**src/rtl/wb_dma_pkg.sv**
```systemverilog
// Shared definitions for the Wishbone block-copy engine: register map,
// CTRL bit positions and transfer state encoding.
package wb_dma_pkg;

  localparam logic [1:0] REG_SRC  = 2'd0;
  localparam logic [1:0] REG_DST  = 2'd1;
  localparam logic [1:0] REG_LEN  = 2'd2;
  localparam logic [1:0] REG_CTRL = 2'd3;

  localparam int CTRL_START  = 0;
  localparam int CTRL_DONE   = 1;
  localparam int CTRL_IRQ_EN = 2;
  localparam int CTRL_ABORT  = 3;

  typedef enum logic [2:0] {
    IDLE,
    RD,
    GAP1,
    WR,
    GAP2
  } state_t;

endpackage

```
**src/rtl/wb_dma_regs.sv**
```systemverilog
// Configuration slave: address decode, registered ack, SRC/DST/LEN/CTRL
// storage and single-cycle START/ABORT pulses toward the transfer engine.
module wb_dma_regs
  import wb_dma_pkg::*;
(
  input  logic        clk,
  input  logic        rst,
  input  logic [31:0] wb_adr_i,
  input  logic [31:0] wb_dat_i,
  input  logic [3:0]  wb_sel_i,
  input  logic        wb_stb_i,
  input  logic        wb_cyc_i,
  input  logic        wb_we_i,
  output logic [31:0] wb_dat_o,
  output logic        wb_ack_o,
  input  logic        busy,
  input  logic        done_set,
  output logic [31:0] src,
  output logic [31:0] dst,
  output logic [15:0] len,
  output logic        irq_en,
  output logic        done,
  output logic        start,
  output logic        abort
);

  logic        access;
  logic        wr;
  logic [1:0]  idx;
  logic [31:0] rdata;
  logic        unused_bits;

  assign access      = wb_stb_i & wb_cyc_i & ~wb_ack_o;
  assign wr          = access & wb_we_i;
  assign idx         = wb_adr_i[3:2];
  assign unused_bits = ^{wb_sel_i, wb_adr_i[31:4], wb_adr_i[1:0]};

  always_comb begin
    rdata = '0;
    case (idx)
      REG_SRC:  rdata = src;
      REG_DST:  rdata = dst;
      REG_LEN:  rdata = {16'h0000, len};
      REG_CTRL: begin
        rdata[CTRL_START]  = busy;
        rdata[CTRL_DONE]   = done;
        rdata[CTRL_IRQ_EN] = irq_en;
      end
      default: ;
    endcase
  end

  always_ff @(posedge clk or negedge rst) begin
    if (!rst) begin
      wb_ack_o <= 1'b0;
      wb_dat_o <= '0;
      src      <= '0;
      dst      <= '0;
      len      <= '0;
      irq_en   <= 1'b0;
      done     <= 1'b0;
      start    <= 1'b0;
      abort    <= 1'b0;
    end else begin
      wb_ack_o <= access;
      start    <= 1'b0;
      abort    <= 1'b0;
      if (access && !wb_we_i)
        wb_dat_o <= rdata;
      // Address/length writes during a transfer are acknowledged but dropped.
      if (wr) begin
        case (idx)
          REG_SRC:  if (!busy) src <= {wb_dat_i[31:2], 2'b00};
          REG_DST:  if (!busy) dst <= {wb_dat_i[31:2], 2'b00};
          REG_LEN:  if (!busy) len <= wb_dat_i[15:0];
          REG_CTRL: begin
            irq_en <= wb_dat_i[CTRL_IRQ_EN];
            start  <= wb_dat_i[CTRL_START] & ~busy;
            abort  <= wb_dat_i[CTRL_ABORT] & busy;
          end
          default: ;
        endcase
      end
      if (done_set)
        done <= 1'b1;
      else if (wr && idx == REG_CTRL && wb_dat_i[CTRL_DONE])
        done <= 1'b0;
    end
  end

endmodule

```
**src/rtl/wb_dma.sv**
```systemverilog
// Wishbone block-copy engine top: config slave plus a master FSM that reads
// one word, releases the bus for a cycle, writes it, and releases again.
module wb_dma
  import wb_dma_pkg::*;
(
  input  logic        clk,
  input  logic        rst,
  input  logic [31:0] wb_adr_i,
  input  logic [31:0] wb_dat_i,
  output logic [31:0] wb_dat_o,
  input  logic [3:0]  wb_sel_i,
  input  logic        wb_stb_i,
  input  logic        wb_cyc_i,
  input  logic        wb_we_i,
  output logic        wb_ack_o,
  output logic [31:0] m_adr_o,
  output logic [31:0] m_dat_o,
  input  logic [31:0] m_dat_i,
  output logic [3:0]  m_sel_o,
  output logic        m_we_o,
  output logic        m_cyc_o,
  output logic        m_stb_o,
  input  logic        m_ack_i,
  output logic        intr
);

  state_t      state;
  state_t      state_nx;
  logic [31:0] src;
  logic [31:0] dst;
  logic [15:0] len;
  logic        irq_en;
  logic        done;
  logic        start;
  logic        abort;
  logic        busy;
  logic        done_set;
  logic        abort_pend;
  logic [31:0] src_cnt;
  logic [31:0] dst_cnt;
  logic [15:0] remaining;
  logic [31:0] data;

  assign busy = (state != IDLE);

  wb_dma_regs u_regs (
    .clk      (clk),
    .rst      (rst),
    .wb_adr_i (wb_adr_i),
    .wb_dat_i (wb_dat_i),
    .wb_sel_i (wb_sel_i),
    .wb_stb_i (wb_stb_i),
    .wb_cyc_i (wb_cyc_i),
    .wb_we_i  (wb_we_i),
    .wb_dat_o (wb_dat_o),
    .wb_ack_o (wb_ack_o),
    .busy     (busy),
    .done_set (done_set),
    .src      (src),
    .dst      (dst),
    .len      (len),
    .irq_en   (irq_en),
    .done     (done),
    .start    (start),
    .abort    (abort)
  );

  always_comb begin
    state_nx = state;
    done_set = 1'b0;
    case (state)
      IDLE: begin
        if (start) begin
          if (len == 16'd0) done_set = 1'b1;
          else              state_nx = RD;
        end
      end
      RD:   if (m_ack_i) state_nx = GAP1;
      GAP1: state_nx = WR;
      WR:   if (m_ack_i) state_nx = GAP2;
      GAP2: begin
        if (remaining != 16'd0 && !abort_pend && !abort) begin
          state_nx = RD;
        end else begin
          state_nx = IDLE;
          done_set = 1'b1;
        end
      end
      default: state_nx = IDLE;
    endcase
  end

  always_ff @(posedge clk or negedge rst) begin
    if (!rst) begin
      state      <= IDLE;
      src_cnt    <= '0;
      dst_cnt    <= '0;
      remaining  <= '0;
      data       <= '0;
      abort_pend <= 1'b0;
    end else begin
      state <= state_nx;
      case (state)
        IDLE: begin
          if (start && len != 16'd0) begin
            src_cnt   <= src;
            dst_cnt   <= dst;
            remaining <= len;
          end
        end
        RD: if (m_ack_i) data <= m_dat_i;
        WR: begin
          if (m_ack_i) begin
            src_cnt   <= src_cnt + 32'd4;
            dst_cnt   <= dst_cnt + 32'd4;
            remaining <= remaining - 16'd1;
          end
        end
        default: ;
      endcase
      // Abort is honoured at the next gap so the bus cycle in flight finishes.
      if (state_nx == IDLE) abort_pend <= 1'b0;
      else if (abort)       abort_pend <= 1'b1;
    end
  end

  assign m_cyc_o = (state == RD) || (state == WR);
  assign m_stb_o = m_cyc_o;
  assign m_we_o  = (state == WR);
  assign m_sel_o = m_cyc_o ? 4'hF : 4'h0;
  assign m_adr_o = (state == RD) ? src_cnt : ((state == WR) ? dst_cnt : 32'h0);
  assign m_dat_o = m_we_o ? data : 32'h0;
  assign intr    = done & irq_en;

endmodule
```
**config.mk**
```make
export PLATFORM = sky130hd
export DESIGN_NAME = wb_dma
export DESIGN_NICKNAME = d
export VERILOG_FILES = /design/src/rtl/wb_dma_pkg.sv /design/src/rtl/wb_dma_regs.sv /design/src/rtl/wb_dma.sv
export SDC_FILE = /design/constraint.sdc
export NUM_CORES = 1
export LEC_CHECK = 0
export BUFFER_PORTS_ARGS = -buffer_cell sky130_fd_sc_hd__buf_2
export CORE_UTILIZATION = 45
export CTS_CLUSTER_SIZE = 25
export DETAILED_ROUTE_END_ITERATION = 10
export PLACE_DENSITY = 0.67
export SLEW_MARGIN = 20
export SYNTH_ARGS = -nofsm -noshare
export SYNTH_HDL_FRONTEND = slang
export SYNTH_SLANG_ARGS = --single-unit
export TNS_END_PERCENT = 5
```
**constraint.sdc**
```tcl
create_clock -name clk -period 3 [get_ports clk]
set_clock_uncertainty 0.2 [all_clocks]
set_input_delay 0.15 -clock clk [delete_from_list [all_inputs] [get_ports clk]]
set_output_delay 0.15 -clock clk [all_outputs]
set_load 0.1 [all_outputs]
```
==> run metrics, run 1 <==
DR iter-0 viols 795; post-cts gate resize count 0; first-pass GRT wire length 53640 µm; GPL Wtd Cong 0.9061; clk slew on worst S/H paths 60 ps; nets@finish 1472; final WL 33560 µm; io pins 211; Int Power 8.823 mW; Die Footprint 26670 µm²; total net switching power 8.047 mW; DRC 0; Max-Cap Viols 0; switching share of power 47.70%; FF+latch area 5632 µm²; crit start category flop; Cell Area, Placed 13380 µm²; CTS tree built; Multi-input gate area 5612 µm²; Worst Hold Class in -> async; dominant synthesized flop cell dfrtp_1; post-route ant nets 0; Initial Util 46.23%; Clk pwr share 19.5%; GRT Util Overall 25.49%; final hold vios 0; slew of the pin with the lowest slew margin 691.9 ps; DR vias/cell 5.871; DP HPWL 22860 µm; P per Cell Area 1126 nW/µm²; Port Buffer Count 174; Sink Count 225; crit path DAT 2360 ps; Peak VDD IR 0.9647 mV; status finished clean; Area Overhead vs Synth 27.90%; total number of vias 10033; final antenna diode count 0; commonest non-fill, non-tap cell in the layout dfrtp_1; antenna violations before repair 0; synth unique cells 75; RSZ-0062 raised after global routing no; clock tree buffer depth 3; Syn Std Cell Area 11710 µm²; Synth Area per Inst 10.18 µm²; FFs w/ async S/R, synth 100.0%; most frequent cells in the layout dfrtp_1 (224), buf_2 (140), mux2_2 (109); Final Cycle Share 90.37%; cts bufs inserted 25; # rows 58; Total Power 16.87 mW; CP Class reg -> out; Finished Cell Area 14980 µm²; drt wl/cell 19.63 µm; combinational power share 48.2%; total leakage power 6.706 nW; largest net degree at the start of global routing 98; Tmin final 2711 ps; Core ar. 25330 µm²; number of synthesized flops with an enable pin 0; Syn Inst Count 1150; worst skew pair latency 520 ps; Filler Cells Inserted 2122; DR pass1 iterations 6; endpoint class of the critical path primary output; fmax 0.3689 GHz; final setup fails 0; Die W 163.3 µm; postcts setup bufs 0; vias in the first global route 9884; Seq/Total Area, Yosys 48.09%; Chip Height 163.3 µm; remaining global-route overflow 0; share of layout cells above drive strength 1 27.56%; Worst Path Required 2650 ps; Root Buffer clkbuf_16; Crit Path Max Fanout 131; yosys warns 0; H-tree levels 1; Slew Viols, Final 0; Reg power frac 32.3%; max_slew headroom 53.88%; FF+latch count, synth 225
==> stage by stage <==
step                worst slack [ps]  TNS [ps]  util [%]  std cells  hold slack, ps
floorplan                     -42.95    -214.8         -       1151          -345.6
global placement               463.3         0     52.84       1595          -13.81
detailed placement             433.9         0     52.84       1595          -9.161
CTS                            28.06         0     59.16       1710           3.340
global route                   201.3         0     59.13       1709           32.02
finish                         288.9         0     59.13       1709           19.23
==> area by class of cell <==
cell class	instances	share of cell area [%]
inverters	11	0.2841
multi-input cells	824	37.47
repair buffers	276	16.01
clock buffers	38	5.038
clock inverters	5	0.8355
well taps	330	2.757
flip-flops and latches	225	37.61
==> worst max-delay path, stage by stage (launching register included) <==
cell	delay, ps
dfrtp_1	470
nand3b_1	280
clkinv_2	110
buf_12	400
and2_1	270
buf_12	190
==> power groups by stage <==
stage               combinational [mW]  clock [mW]  sequential [mW]
finish                            8.13        3.29             5.45
detailed placement                8.05           0             5.46
global route                      8.61        3.46             5.61
floorplan                         5.67           0             5.73
global placement                  7.94           0             5.40
CTS                               8.15        3.35             5.42
==> synth_stat cells, drive strengths merged (11+ instances only) <==
master | n | area [µm²]
o22ai | 15 | 100.1
clkbuf | 49 | 224.0
nand4 | 17 | 106.4
mux2 | 111 | 1250
buf | 42 | 235.2
o31ai | 20 | 150.1
and3 | 13 | 82.58
mux2i | 64 | 640.6
nand3 | 37 | 195.2
nor3 | 20 | 105.1
o21ai | 65 | 325.3
and4 | 11 | 97.59
nor2 | 99 | 371.6
nor4 | 12 | 87.58
inv | 11 | 41.29
a21oi | 74 | 385.4
nand2 | 101 | 379.1
and2 | 36 | 225.2
a31oi | 12 | 75.07
dfrtp | 225 | 5630
==> sequential cells by signal (all words and copies together), names as in the netlist, 3 cells and up <==
register	count
dst_cnt	30
u_regs.wb_dat_o	32
u_regs.len	16
u_regs.dst	30
remaining	16
data	32
src_cnt	30
u_regs.src	30
state	3
==> timing repair <==
item,4_1_cts,5_1_grt
endpoints found under the setup margin,0,4
hold endpoints to repair,314,0
hold buffers,72,0
==> final timing paths <==
kind / startpoint / cells past startpoint / endpoint / slack (ps)
min in group clk: wb_adr_i[3] / 4 / u_regs.wb_dat_o[1]$_DFFE_PN0P_ / 20
min reg2reg: u_regs.wb_dat_o[24]$_DFFE_PN0P_ / 2 / u_regs.wb_dat_o[24]$_DFFE_PN0P_ / 270
min: rst / 2 / u_regs.dst[10]$_DFFE_PN0P_ / 20
max in group asynchronous: rst / 3 / u_regs.wb_dat_o[26]$_DFFE_PN0P_ / 1670
max reg2reg: state[2]$_DFF_PN0_ / 7 / dst_cnt[19]$_DFFE_PN0P_ / 310
max: state[2]$_DFF_PN0_ / 5 / m_dat_o[8] / 290
==> cells by family (layout without fill, tap and decap cells) <==
logic type / count (synthesis) / after routing / share of synthesized area [%]
AO/OA/AOI/OAI: 271 / 271 / 15.14
AND/OR/NAND/NOR: 371 / 371 / 15.73
buffers and inverters: 102 / 330 / 4.274
flip-flops: 225 / 225 / 48.09
multiplexers: 176 / 176 / 16.34
XOR/XNOR: 1 / 1 / 0.07482
other: 1 / 2 / 0.03203
adder cells (fa/ha/maj): 3 / 3 / 0.3206
==> layer usage <==
layer	vias to the layer above	wire length [µm]	GRT usage, %
li1	4638	-	-
met1	4967	14040	33.49
met2	349	16530	42.70
met3	79	1802	3.707
met4	0	1183	9.133
met5	-	0	0
No activity file was read; power rests on OpenSTA's default activity.
==> inputs of run 2 (changes only) <==
ABC_AREA = 1   (was not set)
CAP_MARGIN = 20   (was not set)
CORE_UTILIZATION = 40   (was 45)
PLACE_DENSITY = not set   (was 0.67)
==> run 2 against run 1 <==
Against the previous run:
- sequential share of layout area fell by 0.72 points
- critical path type unchanged
- core utilization fell by 7.8 points
- largest power group unchanged
- combinational power rose by 13%
- first-iteration DRC count rose by 17%
==> run metrics, run 2 <==
clock tree buffer depth 3 (unchanged); first-pass GRT wire length 61810 µm (was 53640 µm); fmax 0.3477 GHz (was 0.3689 GHz); GPL Wtd Cong 0.9297 (was 0.9061); Root Buffer clkbuf_16 (unchanged); FF+latch area 5630 µm² (was 5632 µm²); Sink Count 225 (unchanged); Port Buffer Count 174 (unchanged); final antenna diode count 0 (unchanged); top cells by count, synth nand2_1 (523), nor2_1 (237), dfrtp_1 (225) (was dfrtp_1 (225), mux2_2 (109), nand2_1 (101)); ranking of synthesized cells by area dfrtp_1 (46%), nand2_1 (16%), nor2_1 (7.3%), o21ai_0 (7.2%), inv_1 (6.1%) (was dfrtp_1 (48%), mux2_2 (10%), mux2i_1 (5.5%), nand2_1 (3.2%), nor2_1 (3.2%)); Die Footprint 30990 µm² (was 26670 µm²); Filler Cells Inserted 2926 (was 2122); Peak VDD IR 0.6853 mV (was 0.9647 mV); total leakage power 7.461 nW (was 6.706 nW); synth unique cells 37 (was 75); Finished Cell Area 15260 µm² (was 14980 µm²); Final Cycle Share 95.87% (was 90.37%); Die W 176.0 µm (was 163.3 µm); Layout Cells excl Fill 2346 (was 1709); area leader, netlist dfrtp_1 (unchanged); leading registers by flop count data x32, u_regs.wb_dat_o x32 (unchanged); count leader, synth nand2_1 (was dfrtp_1); Slew Viols, Final 0 (unchanged); postcts setup bufs 0 (unchanged); Worst Hold Class in -> reg (was in -> async); drt wl/cell 16.60 µm (was 19.63 µm); Util after Layout 51.36% (was 59.13%); slew of the pin with the lowest slew margin 815.4 ps (was 691.9 ps); Syn Std Cell Area 12120 µm² (was 11710 µm²); cts bufs inserted 26 (was 25); vias in the first global route 11368 (was 9884); Initial Util 40.77% (was 46.23%); Crit Path Max Fanout 31 (was 131); antenna violations before repair 0 (unchanged); most frequent cells in the layout nand2_1 (522), nor2_1 (236), dfrtp_1 (225) (was dfrtp_1 (224), buf_2 (140), mux2_2 (109)); Chip Height 176.0 µm (was 163.3 µm); Syn Inst Count 1717 (was 1150); clk slew on worst S/H paths 60 ps (about the same); final WL 38940 µm (was 33560 µm); post-route ant nets 0 (unchanged); CP Class reg -> out (unchanged); P per Cell Area 1177 nW/µm² (was 1126 nW/µm²); Core ar. 29720 µm² (was 25330 µm²); Fin Setup TNS 0 ps (unchanged); number of synthesized flops with an enable pin 0 (unchanged); area fraction of the dominant cell type after synthesis 46.47% (was 48.09%); H-tree levels 1 (unchanged); worst skew pair latency 540 ps (was 520 ps); placed cells 2224 (was 1595); final setup fails 0 (unchanged); crit path DAT 2530 ps (was 2360 ps); Synth Area per Inst 7.056 µm² (was 10.18 µm²); CTS tree built (unchanged); Seq/Total Area, Yosys 46.47% (was 48.09%); Max-Cap Viols 0 (unchanged); FFs w/ async S/R, synth 100.0% (unchanged); RSZ-0062 raised after global routing no (unchanged); total number of vias 11954 (was 10033); max_slew headroom 45.58% (was 53.88%); Worst Path Required 2650 ps (about the same); Area Overhead vs Synth 25.98% (was 27.90%); DRC 0 (unchanged); status finished clean (unchanged); share of layout cells above drive strength 1 13.14% (was 27.56%); DR vias/cell 5.095 (was 5.871); Multi-input gate area 5361 µm² (was 5612 µm²); commonest non-fill, non-tap cell in the layout nand2_1 (was dfrtp_1); Tmin final 2876 ps (was 2711 ps); crit start category flop (unchanged); DP HPWL 27420 µm (was 22860 µm); DR pass1 iterations 5 (was 6); Hold Slack 183.3 ps (was 19.23 ps); yosys warns 0 (unchanged); final hold vios 0 (unchanged); io pins 211 (unchanged); largest net degree at the start of global routing 112 (was 98); endpoint class of the critical path primary output (unchanged); dominant synthesized flop cell dfrtp_1 (unchanged); GRT Util Overall 25.34% (was 25.49%); nets@finish 2046 (was 1472); Cell Area, Placed 13590 µm² (was 13380 µm²); FF+latch count, synth 225 (unchanged); DR iter-0 viols 927 (was 795); # rows 63 (was 58); remaining global-route overflow 0 (unchanged)
run 2: cell count changes in the layout (fill, tap and decap cells not counted), sizes merged, moves of 64 or more:
cell	previous run	this run
mux2i	64	0
nand2	101	526
nor2	99	241
o21ai	65	182
mux2	111	0
inv	10	197
run 2: cells by family (layout without fill, tap and decap cells):
| group | count (synthesis) | in the layout | share of synthesized area, % |
|---|---|---|---|
| XOR/XNOR | 5 | 5 | 0.3615 |
| AND/OR/NAND/NOR | 903 | 903 | 30.00 |
| AO/OA/AOI/OAI | 300 | 300 | 13.44 |
| adder cells (fa/ha/maj) | 3 | 3 | 0.3099 |
| other | 1 | 2 | 0.03095 |
| flip-flops | 225 | 225 | 46.47 |
| buffers and inverters | 280 | 518 | 9.388 |
run 2: report_power, final:
group | switching [mW] | leakage [nW] | total (mW) | internal [mW]
clock network | 1.34 | 0.436 | 3.38 | 2.04
registers | 1.13 | 2.85 | 5.38 | 4.25
logic | 6.97 | 4.17 | 9.22 | 2.25
run 2: final timing paths:
path | from | endpoint | slack [ps] | depth (start not counted)
min in group asynchronous | rst | u_regs.src[7]$_DFFE_PN0P_ | 450 | 3
max in group asynchronous | rst | u_regs.dst[5]$_DFFE_PN0P_ | 1360 | 4
worst min register to register | u_regs.wb_dat_o[30]$_DFFE_PN0P_ | u_regs.wb_dat_o[30]$_DFFE_PN0P_ | 270 | 2
worst min-delay path | wb_cyc_i | u_regs.wb_dat_o[27]$_DFFE_PN0P_ | 180 | 8
worst max-delay path | state[2]$_DFF_PN0_ | m_adr_o[19] | 120 | 5
worst max register to register | u_regs.wb_ack_o$_DFF_PN0_ | u_regs.len[1]$_DFFE_PN0P_ | 260 | 9
run 2: area by class of cell:
| type | instances | share of cell area [%] |
|---|---|---|
| Sequential cell | 225 | 36.89 |
| Tap cell | 390 | 3.197 |
| Clock buffer | 33 | 4.705 |
| Timing Repair Buffer | 273 | 14.02 |
| Inverter | 198 | 4.877 |
| Multi-Input combinational cell | 1213 | 35.13 |
| Clock inverter | 14 | 1.189 |
run 2: stage by stage:
| stage | power [mW] | setup slack [ps] |
|---|---|---|
| 2_1_floorplan | 12.04 | -400.0 |
| 3_3_place_gp | 14.37 | 592.6 |
| 3_5_place_dp | 14.47 | 588.2 |
| 4_1_cts | 17.98 | 66.91 |
| 5_1_grt | 19.00 | 1.591 |
| 6_report | 17.97 | 123.9 |
run 2: timing repair:
item / in CTS / in global routing
endpoints found under the hold margin: 353 / 0
resized for setup: 0 / 6
endpoints found under the setup margin: 0 / 5
hold buffers: 75 / 0
run 2: metal layers:
metal	up-vias	routed length, µm	track usage (%)
li1	5902	-	-
met1	5580	18730	37.89
met2	410	16660	38.50
met3	62	2597	2.735
met4	0	950	7.319
met5	-	0	0
run 2: worst max-delay path, cell delays in order, from the launching register on:
cell,delay [ps]
dfrtp_1,470
nor3_1,410
inv_1,80
buf_4,250
o21ai_0,290
buf_2,480
==> inputs of run 3 (changes only) <==
ABC_CLOCK_PERIOD_IN_PS = 3000   (was not set)
RECOVER_POWER = 25   (was not set)
SETUP_SLACK_MARGIN = 0.15   (was not set)
==> run 3 against run 2 <==
Against the previous run:
- final area is 0.17% lower
- final cell count stayed put
- critical endpoint unchanged
- register-to-register slack better by 40 ps
- sequential cell count stayed put
- sequential share of layout area is 0.064 points higher
- setup slack worse by 4.8 ps
- largest cell class unchanged
- global-route usage hardly changed
- largest power group unchanged
- clock power hardly changed
==> run metrics, run 3 (synthesized netlist as in run 2, its figures left out) <==
status finished clean (unchanged); CP Class reg -> out (unchanged); fmax 0.3471 GHz (was 0.3477 GHz); antenna violations before repair 0 (unchanged); critical path buffer and inverter count 2 (was 3); Die Footprint 30990 µm² (unchanged); DP HPWL 27420 µm (unchanged); Crit Path Max Fanout 111 (was 31); Int Power 8.543 mW (was 8.536 mW); placed cells 2224 (unchanged); largest net degree at the start of global routing 112 (unchanged); final setup fails 0 (unchanged); Port Buffer Count 174 (unchanged); drt wl/cell 16.67 µm (was 16.60 µm); DRC 0 (unchanged); hold worst-path end u_regs.wb_dat_o[5]$_DFFE_PN0P_ (was u_regs.wb_dat_o[27]$_DFFE_PN0P_); Reg2Reg Capture Point u_regs.src[17]$_DFFE_PN0P_ (was u_regs.len[1]$_DFFE_PN0P_); R2R Setup Slk 300 ps (was 260 ps); Reg power frac 29.9% (about the same); total leakage power 7.419 nW (was 7.461 nW); final hold vios 0 (unchanged); cells along the critical path nand2_1 > nor2_4 > clkbuf_16 > nand2_1 > o21ai_0 > buf_2 (was nor3_1 > inv_1 > buf_4 > o21ai_0 > buf_2); GPL Wtd Cong 0.9297 (unchanged); cts bufs inserted 26 (unchanged); worst skew pair latency 540 ps (about the same); slew of the pin with the lowest slew margin 1167 ps (was 815.4 ps); CP Launch Point state[1]$_DFF_PN0_ (was state[2]$_DFF_PN0_); clk slew on worst S/H paths 60 ps (about the same); remaining global-route overflow 0 (unchanged); vias in the first global route 11368 (unchanged); Worst Hold Class in -> reg (unchanged); total net switching power 9.447 mW (was 9.435 mW); H-tree levels 1 (unchanged); P per Cell Area 1181 nW/µm² (was 1177 nW/µm²); final antenna diode count 0 (unchanged); DR pass1 iterations 5 (unchanged); total number of vias 11918 (was 11954); leading registers by flop count data x32, u_regs.wb_dat_o x32 (unchanged); commonest non-fill, non-tap cell in the layout nand2_1 (unchanged); Fin Setup TNS 0 ps (unchanged); Root Buffer clkbuf_16 (unchanged); clock tree buffer depth 3 (unchanged); Tmin final 2881 ps (was 2876 ps); Area Overhead vs Synth 25.77% (was 25.98%); share of layout cells above drive strength 1 12.73% (was 13.14%); CP delay by family, top buffers and inverters (unchanged); max_slew headroom 22.57% (was 45.58%); Peak VDD IR 0.6854 mV (was 0.6853 mV); Worst Path Required 2650 ps (about the same); # rows 63 (unchanged); Hold Startpoint wb_cyc_i (unchanged); CP dominant cell by count nand2_1; Die W 176.0 µm (unchanged); CP max-delay cell buf_2 (unchanged); switching share of power 52.51% (was 52.50%); DR vias/cell 5.080 (was 5.095); RSZ-0062 raised after global routing yes (was no); most frequent cells in the layout nand2_1 (521), nor2_1 (236), dfrtp_1 (225) (was nand2_1 (522), nor2_1 (236), dfrtp_1 (225)); CTS tree built (unchanged); Slew Viols, Final 0 (unchanged); DR iter-0 viols 912 (was 927); Chip Height 176.0 µm (unchanged); io pins 211 (unchanged); slowest cell delay on critical path 490 ps (was 480 ps); combinational power share 51.3% (about the same); Max-Cap Viols 0 (unchanged); cell depth of the worst hold path 8 (unchanged); nets@finish 2046 (unchanged); GRT Util Overall 25.34% (about the same); Initial Util 40.77% (unchanged); endpoint class of the critical path primary output (unchanged); crit path DAT 2530 ps (about the same); first-pass GRT wire length 61830 µm (was 61810 µm); Clk pwr share 18.7% (was 18.8%); Total Power 17.99 mW (was 17.97 mW); Reg2Reg Depth 10 (was 9); final WL 39110 µm (was 38940 µm); Sink Count 225 (unchanged); Core ar. 29720 µm² (unchanged); Layout Cells excl Fill 2346 (unchanged); crit start category flop (unchanged); WP depth 6 (was 5); Final Cycle Share 96.03% (was 95.87%); Worst R2R Start u_regs.wb_ack_o$_DFF_PN0_ (unchanged); post-route ant nets 0 (unchanged)
-- run 3: stage by stage --
step	setup slack (ps)	hold WS (ps)	area (µm²)	util [%]
2_1_floorplan	-400.0	-345.6	12120	-
3_3_place_gp	592.6	-76.96	13590	45.72
3_5_place_dp	588.2	-73.62	13590	45.72
4_1_cts	127.5	153.9	15250	51.31
5_1_grt	30.71	233.3	15240	51.27
6_report	119.1	181.0	15240	51.27
-- run 3: worst max path at each step --
stage,endpoint,slack (ps)
after CTS,m_adr_o[8],130
after detailed placement,src_cnt[15]$_DFFE_PN0P_,590
final,m_adr_o[19],120
after global routing,m_dat_o[6],30
after global placement,src_cnt[15]$_DFFE_PN0P_,590
after floorplan,m_adr_o[19],-400
-- run 3: final cells by class --
cell class,count,area [µm²]
Inverter,198,744.5
Fill cell,2934,14480
Clock buffer,33,718.2
Tap cell,390,488.0
Sequential cell,225,5630
Timing Repair Buffer,273,2106
Clock inverter,14,181.4
Multi-Input combinational cell,1213,5369
-- run 3: worst min-delay path, stage by stage --
cell     delay (ps)
buf_2           100
inv_1            40
nor2_1           40
nand2_1          90
nor2_2           50
buf_4           240
nand2_1         120
nand2_1          50
-- run 3: layer usage --
metal / up-vias / track usage, % / wire length, µm
li1: 5900 / - / -
met1: 5538 / 37.89 / 18790
met2: 419 / 38.53 / 16920
met3: 61 / 2.735 / 2487
met4: 0 / 7.319 / 923
met5: - / 0 / 0
-- run 3: power groups by stage --
stage	logic [mW]	registers, mW	clock network, mW
3_3_place_gp	9.02	5.35	0
3_5_place_dp	9.11	5.37	0
5_1_grt	9.93	5.54	3.54
4_1_cts	9.21	5.34	3.44
2_1_floorplan	6.21	5.83	0
6_report	9.24	5.38	3.37
-- run 3: what timing repair did --
item / CTS / global route
buffers inserted: 0 / 0
hold endpoints to repair: 353 / 0
hold buffers: 75 / 0
endpoints found under the setup margin: 7 / 105
pin swaps: 0 / 0
resized for setup: 1 / 14
